$ cat config.mk
export PLATFORM = sky130hd
export DESIGN_NAME = shift_register_n
export DESIGN_NICKNAME = d
export VERILOG_FILES = /design/src/rtl/shreg_pkg.sv /design/src/rtl/shreg_step.sv /design/src/rtl/shift_register_n.sv
export SDC_FILE = /design/constraint.sdc
export NUM_CORES = 1
export LEC_CHECK = 0
export ABC_AREA = 1
export CORE_MARGIN = 3
export CORE_UTILIZATION = 53
export DETAILED_ROUTE_END_ITERATION = 10
export HOLD_SLACK_MARGIN = 0.08
export PLACE_DENSITY = 0.84
export SYNTH_ARGS = -nofsm -noshare
export SYNTH_HDL_FRONTEND = slang
export SYNTH_SLANG_ARGS = --single-unit
export TNS_END_PERCENT = 100
$ cat constraint.sdc
create_clock -name clk -period 1.88 [get_ports clk]
set_input_delay 0.188 -clock clk [delete_from_list [all_inputs] [get_ports clk]]
set_output_delay 0.188 -clock clk [all_outputs]
set_load 0.01 [all_outputs]
$ cat src/rtl/shreg_pkg.sv
// Shared definitions for the universal shift register: operation select
// encoding and FSM state encoding, plus a helper that identifies the
// multi-cycle shift/rotate operations.
package shreg_pkg;

    typedef enum logic [2:0] {
        SEL_HOLD  = 3'b000,
        SEL_LOAD  = 3'b001,
        SEL_LSL   = 3'b010,
        SEL_LSR   = 3'b011,
        SEL_ROL   = 3'b100,
        SEL_ROR   = 3'b101,
        SEL_ASR   = 3'b110,
        SEL_CLEAR = 3'b111
    } sel_e;

    typedef enum logic [1:0] {
        ST_IDLE = 2'b00,
        ST_RUN  = 2'b01,
        ST_DONE = 2'b10
    } state_e;

    // True for the operations that move bits one position per step.
    function automatic logic is_shift(input sel_e s);
        return (s == SEL_LSL) || (s == SEL_LSR) || (s == SEL_ROL) ||
               (s == SEL_ROR) || (s == SEL_ASR);
    endfunction

endpackage

$ cat src/rtl/shreg_step.sv
// Single-bit shift/rotate step. Purely combinational: given the current
// word, the operation and the serial-in bit, produce the word after one
// step and the bit that left the register. Non-shift selects pass the
// word through unchanged with a zero out-bit.
module shreg_step
    import shreg_pkg::*;
#(
    parameter int WIDTH = 8
) (
    input  logic [WIDTH-1:0] word_i,
    input  sel_e             sel_i,
    input  logic             ser_i,
    output logic [WIDTH-1:0] word_o,
    output logic             out_o
);

    // One-position move; the out-bit is the MSB for left moves and the LSB for right moves.
    always_comb begin
        word_o = word_i;
        out_o  = 1'b0;
        case (sel_i)
            SEL_LSL: begin
                word_o = {word_i[WIDTH-2:0], ser_i};
                out_o  = word_i[WIDTH-1];
            end
            SEL_LSR: begin
                word_o = {ser_i, word_i[WIDTH-1:1]};
                out_o  = word_i[0];
            end
            SEL_ROL: begin
                word_o = {word_i[WIDTH-2:0], word_i[WIDTH-1]};
                out_o  = word_i[WIDTH-1];
            end
            SEL_ROR: begin
                word_o = {word_i[0], word_i[WIDTH-1:1]};
                out_o  = word_i[0];
            end
            SEL_ASR: begin
                word_o = {word_i[WIDTH-1], word_i[WIDTH-1:1]};
                out_o  = word_i[0];
            end
            default: begin
                word_o = word_i;
                out_o  = 1'b0;
            end
        endcase
    end

endmodule

$ cat src/rtl/shift_register_n.sv
// WIDTH-bit multi-cycle universal shift register with start/busy/done
// handshake. Handshake: start is sampled only while busy is low; sel, amt
// and d_in are captured on that edge; done pulses for one cycle when the
// result is on d_out, and busy stays high from the start edge until the
// cycle after done. Starts raised while busy are dropped.
// Optional feature: define SHREG_SERIAL_IN_EN to add the sin port, which
// feeds the vacated bit of LSL/LSR; otherwise those shifts insert 0.
module shift_register_n
    import shreg_pkg::*;
#(
    parameter  int WIDTH = 8,
    localparam int AMT_W = $clog2(WIDTH)
) (
    input  logic             clk,
    input  logic             reset,
    input  logic             start,
    input  logic [2:0]       sel,
    input  logic [AMT_W-1:0] amt,
    input  logic [WIDTH-1:0] d_in,
`ifdef SHREG_SERIAL_IN_EN
    input  logic             sin,
`endif
    output logic [WIDTH-1:0] d_out,
    output logic             shout,
    output logic             busy,
    output logic             done
);

    state_e           state_q;
    sel_e             sel_q;
    logic [AMT_W-1:0] cnt_q;
    logic [WIDTH-1:0] d_out_q;
    logic             shout_q;
    logic             busy_q;
    logic             done_q;

    logic [WIDTH-1:0] step_word_d;
    logic             step_out_d;
    logic             ser_bit;
    sel_e             sel_in;

`ifdef SHREG_SERIAL_IN_EN
    assign ser_bit = sin;
`else
    assign ser_bit = 1'b0;
`endif

    assign sel_in = sel_e'(sel);

    // Steps always use the operation captured at start, never the live sel input.
    shreg_step #(
        .WIDTH (WIDTH)
    ) u_step (
        .word_i (d_out_q),
        .sel_i  (sel_q),
        .ser_i  (ser_bit),
        .word_o (step_word_d),
        .out_o  (step_out_d)
    );

    // Control FSM together with the data, count and handshake registers.
    always_ff @(posedge clk or negedge reset) begin
        if (!reset) begin
            state_q <= ST_IDLE;
            sel_q   <= SEL_HOLD;
            cnt_q   <= '0;
            d_out_q <= '0;
            shout_q <= 1'b0;
            busy_q  <= 1'b0;
            done_q  <= 1'b0;
        end else begin
            case (state_q)
                ST_IDLE: begin
                    if (start) begin
                        busy_q <= 1'b1;
                        if (is_shift(sel_in) && (amt != '0)) begin
                            sel_q   <= sel_in;
                            cnt_q   <= amt;
                            state_q <= ST_RUN;
                        end else begin
                            // Hold and zero-distance shifts leave d_out and shout alone.
                            state_q <= ST_DONE;
                            done_q  <= 1'b1;
                            case (sel_in)
                                SEL_LOAD: d_out_q <= d_in;
                                SEL_CLEAR: begin
                                    d_out_q <= '0;
                                    shout_q <= 1'b0;
                                end
                                default: ;
                            endcase
                        end
                    end
                end
                ST_RUN: begin
                    d_out_q <= step_word_d;
                    shout_q <= step_out_d;
                    cnt_q   <= cnt_q - AMT_W'(1);
                    if (cnt_q == AMT_W'(1)) begin
                        state_q <= ST_DONE;
                        done_q  <= 1'b1;
                    end
                end
                ST_DONE: begin
                    done_q  <= 1'b0;
                    busy_q  <= 1'b0;
                    state_q <= ST_IDLE;
                end
                default: begin
                    done_q  <= 1'b0;
                    busy_q  <= 1'b0;
                    state_q <= ST_IDLE;
                end
            endcase
        end
    end

    assign d_out = d_out_q;
    assign shout = shout_q;
    assign busy  = busy_q;
    assign done  = done_q;

endmodule

==> results of run 1 <==
-- routing by layer --
| metal | vias up | GRT usage | wire length (um) |
|---|---|---|---|
| met4 | 0 | 0.140 | 74 |
| li1 | 635 | - | - |
| met5 | - | 0 | 0 |
| met1 | 596 | 0.307 | 1360 |
| met3 | 10 | 0.0360 | 171 |
| met2 | 52 | 0.417 | 1500 |
-- kinds of logic (layout without fill, tap and decap cells) --
| group | Yosys count | count (layout) | synth area share |
|---|---|---|---|
| AO/OA/AOI/OAI | 20 | 20 | 0.0838 |
| adder cells (fa/ha/maj) | 2 | 2 | 0.0207 |
| buffers and inverters | 22 | 53 | 0.0931 |
| flip-flops | 19 | 19 | 0.393 |
| AND/OR/NAND/NOR | 115 | 115 | 0.410 |
-- final timing paths --
| kind | end | slack, ns | depth (start not counted) |
|---|---|---|---|
| max reg2reg | d_out[2]$_DFFE_PN0P_ | 0.32 | 6 |
| min reg2reg | busy$_DFFE_PN0P_ | 0.50 | 1 |
| min in group clk | busy$_DFFE_PN0P_ | 0.50 | 1 |
| max in group asynchronous | state_q[0]$_DFFE_PN0P_ | 1.47 | 2 |
| min | d_out[7]$_DFFE_PN0P_ | 0.21 | 2 |
| max | d_out[2]$_DFFE_PN0P_ | 0.32 | 6 |
-- where the power goes --
group | switching, mW | internal [mW] | leakage, nW
combinational | 0.787 | 0.562 | 0.531
sequential | 0.200 | 0.607 | 0.235
clock | 0.129 | 0.0827 | 0.0150
-- flip-flops by register name, summed over array words and instances, names as in the netlist --
| name | cells |
|---|---|
| state_q | 2 |
| busy | 1 |
| done | 1 |
| sel_q | 3 |
| cnt_q | 3 |
| shout | 1 |
| d_out | 8 |
-- final cells by class --
| class | count | area (um^2) |
|---|---|---|
| Fill cell | 166 | 537 |
| Clock buffer | 4 | 26.3 |
| Tap cell | 27 | 33.8 |
| Sequential cell | 19 | 475 |
| Inverter | 18 | 67.6 |
| Timing Repair Buffer | 31 | 300 |
| Multi-Input combinational cell | 137 | 622 |
-- critical path, cell delays in order (launching register included) --
cell and delay [ns]:
dfrtp_1 0.43, nor2_1 0.36, nand4_1 0.22, nand3_2 0.27, nor2_1 0.07, nand2_1 0.06
nand2_1 0.05
-- cell usage in the layout (no fill, tap or decap) --
cell and n:
inv_1 18, a21oi_1 10, nor2_1 15, nand3_2 2, dfrtp_1 19, clkdlybuf4s50_1 27
nand4_1 2, nand2_2 1, clkbuf_4 3, or2_2 1, a31oi_1 1, nand3_1 23
buf_4 4, ha_1 2, nand2_1 66, clkbuf_1 1, nor2_2 5, o21ai_0 9
-- metrics by stage --
| stage | cell area [um^2] | setup WS, ns | hold slack [ns] | total power [mW] |
|---|---|---|---|---|
| floorplan | 1210 | 0.671 | -0.108 | 1.67 |
| global placement | 1500 | 0.340 | 0.471 | 2.08 |
| detailed placement | 1500 | 0.303 | 0.483 | 2.15 |
| CTS | 1530 | 0.346 | 0.214 | 2.36 |
| global route | 1530 | 0.169 | 0.226 | 2.62 |
| finish | 1530 | 0.324 | 0.206 | 2.37 |
==> flow_metrics.tcl, run 1 <==
set metrics [dict create \
    synth_area_um2 1210 \
    gp_congestion 0.891 \
    ant_nets 0 \
    grt_antenna_before_repair 0 \
    first_global_vias 1245 \
    ys_warn_count 0 \
    peakVddDrop_v 0.00112 \
    io_buffers 27 \
    clk_latency_ns 0.30 \
    clockBufferDepth 2 \
    syn_nets 197 \
    via_per_inst 5.48 \
    worst_slew_pin_slew_ns 0.418 \
    grt_pass1_wl_um 5280 \
    cts-resized-gates 0 \
    drv_cap 0 \
    ys.flop_type "dfrtp_1" \
    cts_sinks 19 \
    avgRoutedWirePerCell_um 13.2 \
    nets 229 \
    cts_made_buffers 3 \
    drive_gt1_frac 0.0766 \
    cts_setup_buffers 0 \
    async_reset_ff_frac 1.00 \
    slew_headroom 0.721 \
    cp_max_fo 13 \
    num_io_pins 28 \
    netlist.top_cell.by_area "dfrtp_1" \
    r2r-start "state_q[1]$_DFFE_PN0P_" \
    p_leak_nw 0.781 \
    status "finished, final reports clean" \
    clk_pin_slew_worst_paths_ns 0.11 \
    grt.total_usage 0.250 \
    hold_viol_final 0 \
    startpoint_type "flop" \
    ys_ff_latch 19 \
    fmax_mhz 643 \
    fin_crit_sh 0.828 \
    gr-total-overflow 0 \
    ys_top_cells_by_area "dfrtp_1 39%, nand2_1 20%, nand3_1 9.5%" \
    yosysMostFrequentCell "nand2_1" \
    dp_hpwl_um 2330 \
    clockRootBuffer "clkbuf_4" \
    totalWireLength_um 3110 \
    p_per_area_nw_per_um2 1550 \
    worstPathArrival_ns 1.76 \
    synth_common_cells "66 x nand2_1, 23 x nand3_1, 19 x dfrtp_1" \
    finClkSkew_ns 0.00487 \
    syn2layout_area_growth_pct 26.1 \
    vias 1293 \
    hold_class "in -> async" \
    utilization 0.740 \
    synth_top_area_frac 0.393 \
    fin_crit_ns 1.56 \
    synth-edff-count 0 \
    synth.distinct_cells 15 \
    required_ns 2.08 \
    rows 16 \
    diodes 0 \
    htree_levels 1 \
    synthCells 178 \
    rsz0062_at_grt "false" \
    drt-pass1-iter-count 4 \
    dieHeight_um 53.8 \
    design.die.area_um2 2890 \
    fin_setup_tns_ns 0 \
    synth-seq-area-share 0.393 \
    fp.dieW_um 53.8 \
    fin_cells 236 \
    start_util 0.587 \
    cts_hold_buf 0 \
    core_um2 2060 \
    grt_max_degree 20 \
    tritoncts "done" \
    crit_path_start "state_q[1]$_DFFE_PN0P_" \
    worstSetupPathType "reg -> reg" \
    final-setup-viol-count 0 \
    place_inst 232 \
    finalMaxSlewViolations 0 \
    drc 0 \
    endpoint_kind "flop" \
    drt_iter0_drc 61 \
    avgSynthCellArea_um2 6.80 \
]
Power figures use the tool's default switching activity.
==> run 2, diff against run 1 <==
--- a/config.mk
+++ b/config.mk
@@ -7,10 +7,10 @@
 export LEC_CHECK = 0
 export ABC_AREA = 1
 export CORE_MARGIN = 3
-export CORE_UTILIZATION = 53
+export CORE_UTILIZATION = 49
 export DETAILED_ROUTE_END_ITERATION = 10
 export HOLD_SLACK_MARGIN = 0.08
-export PLACE_DENSITY = 0.84
+export PLACE_DENSITY = 0.78
 export SYNTH_ARGS = -nofsm -noshare
 export SYNTH_HDL_FRONTEND = slang
 export SYNTH_SLANG_ARGS = --single-unit
==> constraint.sdc (replaced) <==
create_clock -name clk -period 1.5 [get_ports clk]
set_input_delay 0.15 -clock clk [delete_from_list [all_inputs] [get_ports clk]]
set_output_delay 0.15 -clock clk [all_outputs]
set_load 0.01 [all_outputs]
==> flow_metrics.tcl, run 2 (synthesis gave the netlist of run 1 again) <==
set metrics [dict create \
    core_um2 2280 \
    largest_register_ffs 8 \
    r2r-start "state_q[1]$_DFFE_PN0P_" \
    power.share.sequential 0.339 \
    drt-pass1-iter-count 4 \
    rows 17 \
    finalMaxSlewViolations 0 \
    worstPathArrival_ns 1.30 \
    final_common_cell "nand2_1" \
    placedInstanceArea_um2 1520 \
    required_ns 1.35 \
    clockBufferDepth 2 \
    clk_pin_slew_worst_paths_ns 0.11 \
    diodes 0 \
    clockRootBuffer "clkbuf_4" \
    fin_crit_sh 0.965 \
    vias 1247 \
    sw_frac_of_total 0.458 \
    dp_hpwl_um 2210 \
    final-setup-viol-count 0 \
    path_cells "clkdlybuf4s50_1" \
    setup_ws_ns 0.0520 \
    fp.dieW_um 55.7 \
    cp_top_family "buffers and inverters" \
    fillers 206 \
    preCtsSetupSlack_ns -0.0448 \
    start_util 0.532 \
    place_inst 235 \
    cts_setup_buffers 0 \
    drc 0 \
    crit_slowest_cell "clkdlybuf4s50_1" \
    syn2layout_area_growth_pct 28.0 \
    avgRoutedWirePerCell_um 11.7 \
    fmax_mhz 691 \
    rsz0062_at_grt "true" \
    grt_pass1_wl_um 4800 \
    io_buffers 27 \
    whs_ns 0.172 \
    status "finished, final reports clean" \
    reg2reg_slack_ns 0.13 \
    cp_max_fo 5 \
    drive_gt1_frac 0.0853 \
    tritoncts "done" \
    startpoint_type "flop" \
    gr-total-overflow 0 \
    power_frac_comb 0.574 \
    cts_sinks 19 \
    endpoint_kind "output pin" \
    hold_class "in -> async" \
    worst_slew_pin_slew_ns 0.255 \
    finClkSkew_ns 0.00290 \
    grt_antenna_before_repair 0 \
    peakVddDrop_v 0.00123 \
    cts_made_buffers 3 \
    worstSetupPathType "reg -> out" \
    layout_common_cells "66 x nand2_1, 27 x clkdlybuf4s50_1, 23 x nand3_1" \
    path_depth 1 \
    drt_iter0_drc 46 \
    path_buf_inv 1 \
    clk_latency_ns 0.30 \
    rr_worst_depth 8 \
    num_io_pins 28 \
    multiInputGateArea_um2 629 \
    fin_cells 239 \
    p_per_area_nw_per_um2 1910 \
    fin_area_um2 1550 \
    grt_max_degree 20 \
    utilization 0.681 \
    nets 231 \
    drv_cap 0 \
    htree_levels 1 \
    p_int_mw 1.60 \
    fin_crit_ns 1.45 \
    gp_congestion 0.820 \
    dieHeight_um 55.7 \
    crit_path_start "d_out[7]$_DFFE_PN0P_" \
    clock_power_share 0.088 \
    grt.total_usage 0.188 \
    first_global_vias 1186 \
    via_per_inst 5.22 \
    totalWireLength_um 2810 \
    p_leak_nw 0.791 \
    hold_viol_final 0 \
    slew_headroom 0.830 \
    register_area_um2 475 \
    p_total_mw 2.96 \
    max_stage_delay_ns 0.56 \
    fin_setup_tns_ns 0 \
    switching_power_mw 1.35 \
    design.die.area_um2 3100 \
    ant_nets 0 \
]
[run 2: cell types whose count changed in the layout (fill, tap and decap cells not counted), sizes merged]
cell and change:
buf +2
[run 2: routing by layer]
| layer | vias up | wire (um) | GRT usage |
|---|---|---|---|
| met5 | - | 0 | 0 |
| met4 | 0 | 25 | 0.0729 |
| met1 | 563 | 1220 | 0.235 |
| li1 | 634 | - | - |
| met3 | 5 | 209 | 0.0348 |
| met2 | 45 | 1350 | 0.318 |
[run 2: power groups by stage]
stage	Clock (mW)	Combinational, mW	Sequential, mW
2_1_floorplan	0	1.07	1.02
3_3_place_gp	0	1.63	1.00
3_5_place_dp	0	1.68	1.01
4_1_cts	0.263	1.69	0.999
5_1_grt	0.286	1.93	1.04
6_report	0.259	1.70	1.00
[run 2: area by class of cell]
cell class                      instances  share of cell area
Clock buffer                            4              0.0170
Sequential cell                        19               0.307
Timing Repair Buffer                   33               0.204
Multi-Input combinational cell        137               0.406
Tap cell                               28              0.0226
Inverter                               18              0.0436
[run 2: repair_timing]
action | 4_1_cts | 5_1_grt
hold buffers | 0 | 0
resized for setup | 0 | 1
setup endpoints to repair | 0 | 6
[run 2: path summary, 6_finish.rpt]
check | endpoint
worst max-delay path | d_out[7]
worst min-delay path | cnt_q[2]$_DFFE_PN0P_
worst max register to register | d_out[7]$_DFFE_PN0P_
worst min register to register | shout$_DFFE_PN0P_
max in group asynchronous | done$_DFFE_PN0P_
min in group clk | sel_q[0]$_DFFE_PN0P_
==> run 3, diff against run 2 <==
--- a/config.mk
+++ b/config.mk
@@ -8,9 +8,11 @@
 export ABC_AREA = 1
 export CORE_MARGIN = 3
 export CORE_UTILIZATION = 49
+export CTS_CLUSTER_SIZE = 12
 export DETAILED_ROUTE_END_ITERATION = 10
 export HOLD_SLACK_MARGIN = 0.08
 export PLACE_DENSITY = 0.78
+export SETUP_SLACK_MARGIN = 0.15
 export SYNTH_ARGS = -nofsm -noshare
 export SYNTH_HDL_FRONTEND = slang
 export SYNTH_SLANG_ARGS = --single-unit
==> flow_metrics.tcl, run 3 (synthesis gave the netlist of run 1 again) <==
set metrics [dict create \
    drc 0 \
    crit_path_start "sel_q[0]$_DFFE_PN0P_" \
    finalMaxSlewViolations 0 \
    drive_gt1_frac 0.199 \
    totalWireLength_um 3210 \
    finClkSkew_ns 0.00915 \
    avgRoutedWirePerCell_um 12.6 \
    cts_hold_buf 0 \
    highest_layer "met4" \
    nets 246 \
    slew_headroom 0.817 \
    rsz0062_at_grt "true" \
    p_total_mw 3.33 \
    peakVddDrop_v 0.00125 \
    placedInstanceArea_um2 1520 \
    grt.total_usage 0.193 \
    clockBufferDepth 2 \
    p_per_area_nw_per_um2 1930 \
    worstSetupPathType "reg -> reg" \
    dieHeight_um 55.7 \
    worst_slew_pin_slew_ns 0.274 \
    num_io_pins 28 \
    fillers 183 \
    dp_hpwl_um 2210 \
    ant_nets 0 \
    design.die.area_um2 3100 \
    gp_congestion 0.820 \
    grt_pass1_wl_um 4970 \
    final-setup-viol-count 0 \
    layout_common_cells "63 x nand2_1, 22 x nand3_1, 20 x buf_4" \
    startpoint_type "flop" \
    syn2layout_area_growth_pct 42.1 \
    endpoint_kind "flop" \
    rows 17 \
    final_common_cell "nand2_1" \
    r2r-start "sel_q[0]$_DFFE_PN0P_" \
    vias 1344 \
    whs_ns 0.172 \
    fin_area_um2 1720 \
    cp_max_fo 6 \
    required_ns 1.70 \
    tritoncts "done" \
    hold_class "in -> async" \
    wl_met2_um 1520 \
    drt-pass1-iter-count 4 \
    wl_met3_um 248 \
    largest_register_ffs 8 \
    core_um2 2280 \
    status "finished, final reports clean" \
    utilization 0.755 \
    grt_antenna_before_repair 0 \
    io_buffers 27 \
    wl_met1_um 1400 \
    clk_pin_slew_worst_paths_ns 0.11 \
    via_per_inst 5.29 \
    clk_latency_ns 0.30 \
    drv_cap 0 \
    drt_iter0_drc 42 \
    worstPathArrival_ns 1.56 \
    fmax_mhz 735 \
    cts_made_buffers 3 \
    fp.dieW_um 55.7 \
    p_leak_nw 0.966 \
    fin_crit_ns 1.36 \
    diodes 0 \
    hold_viol_final 0 \
    htree_levels 1 \
    clockRootBuffer "clkbuf_4" \
    fin_crit_sh 0.907 \
    grt_max_degree 20 \
    cts_sinks 19 \
    gr-total-overflow 0 \
    start_util 0.532 \
    first_global_vias 1225 \
]
## run 3: cell types whose count changed in the layout (fill, tap and decap cells not counted), sizes merged
cell and delta:
nand3 +1, clkdlybuf4s50 -11, buf +14, dlymetal6s2s +8, dlygate4sd2 +3
## run 3: through the flow
step                setup WS [ns]  TNS (ns)  std cells
floorplan                   0.291         0        178
CTS                         0.134         0        247
global placement          0.00493         0        235
finish                      0.139         0        254
detailed placement        -0.0448    -0.150        235
global route               0.0682         0        254
## run 3: worst max-delay path: stages (launching register included)
cell     delay (ns)
dfrtp_2        0.41
inv_1          0.09
nand3_2        0.12
nand4_1        0.21
buf_4          0.17
nand3_4        0.10
nand2_1        0.09
nand2_1        0.06
## run 3: metal layers
metal	track usage	vias up
met5	0	-
met4	0.0590	0
met3	0.0371	5
met2	0.333	57
met1	0.243	614
li1	-	668
## run 3: what timing repair did
action,CTS,global route
pin swaps,0,4
setup buffers,8,6
setup endpoints to repair,13,26
gates cloned,0,1
gates resized for setup,4,23
## run 3: power breakdown
| group | switching [mW] | leakage [nW] | total (mW) | internal, mW |
|---|---|---|---|---|
| logic | 1.20 | 0.720 | 2.13 | 0.929 |
| registers | 0.167 | 0.232 | 0.935 | 0.768 |
| clock network | 0.154 | 0.0150 | 0.258 | 0.103 |
## run 3: path summary, 6_finish.rpt
path | end | cells after the start | slack (ns)
max in group asynchronous | sel_q[2]$_DFFE_PN0P_ | 2 | 1.11
min reg2reg | shout$_DFFE_PN0P_ | 2 | 0.50
min in group clk | sel_q[0]$_DFFE_PN0P_ | 3 | 0.48
min | d_out[1]$_DFFE_PN0P_ | 2 | 0.17
max reg2reg | d_out[6]$_DFFE_PN0P_ | 7 | 0.14
max | d_out[6]$_DFFE_PN0P_ | 7 | 0.14
## run 3: area by class of cell
cell class                      count  area, um^2  share of cell area
Inverter                           18        67.6              0.0393
Sequential cell                    19         479               0.279
Timing Repair Buffer               47         437               0.254
Tap cell                           28        35.0              0.0204
Clock buffer                        4        26.3              0.0153
Multi-Input combinational cell    138         674               0.392
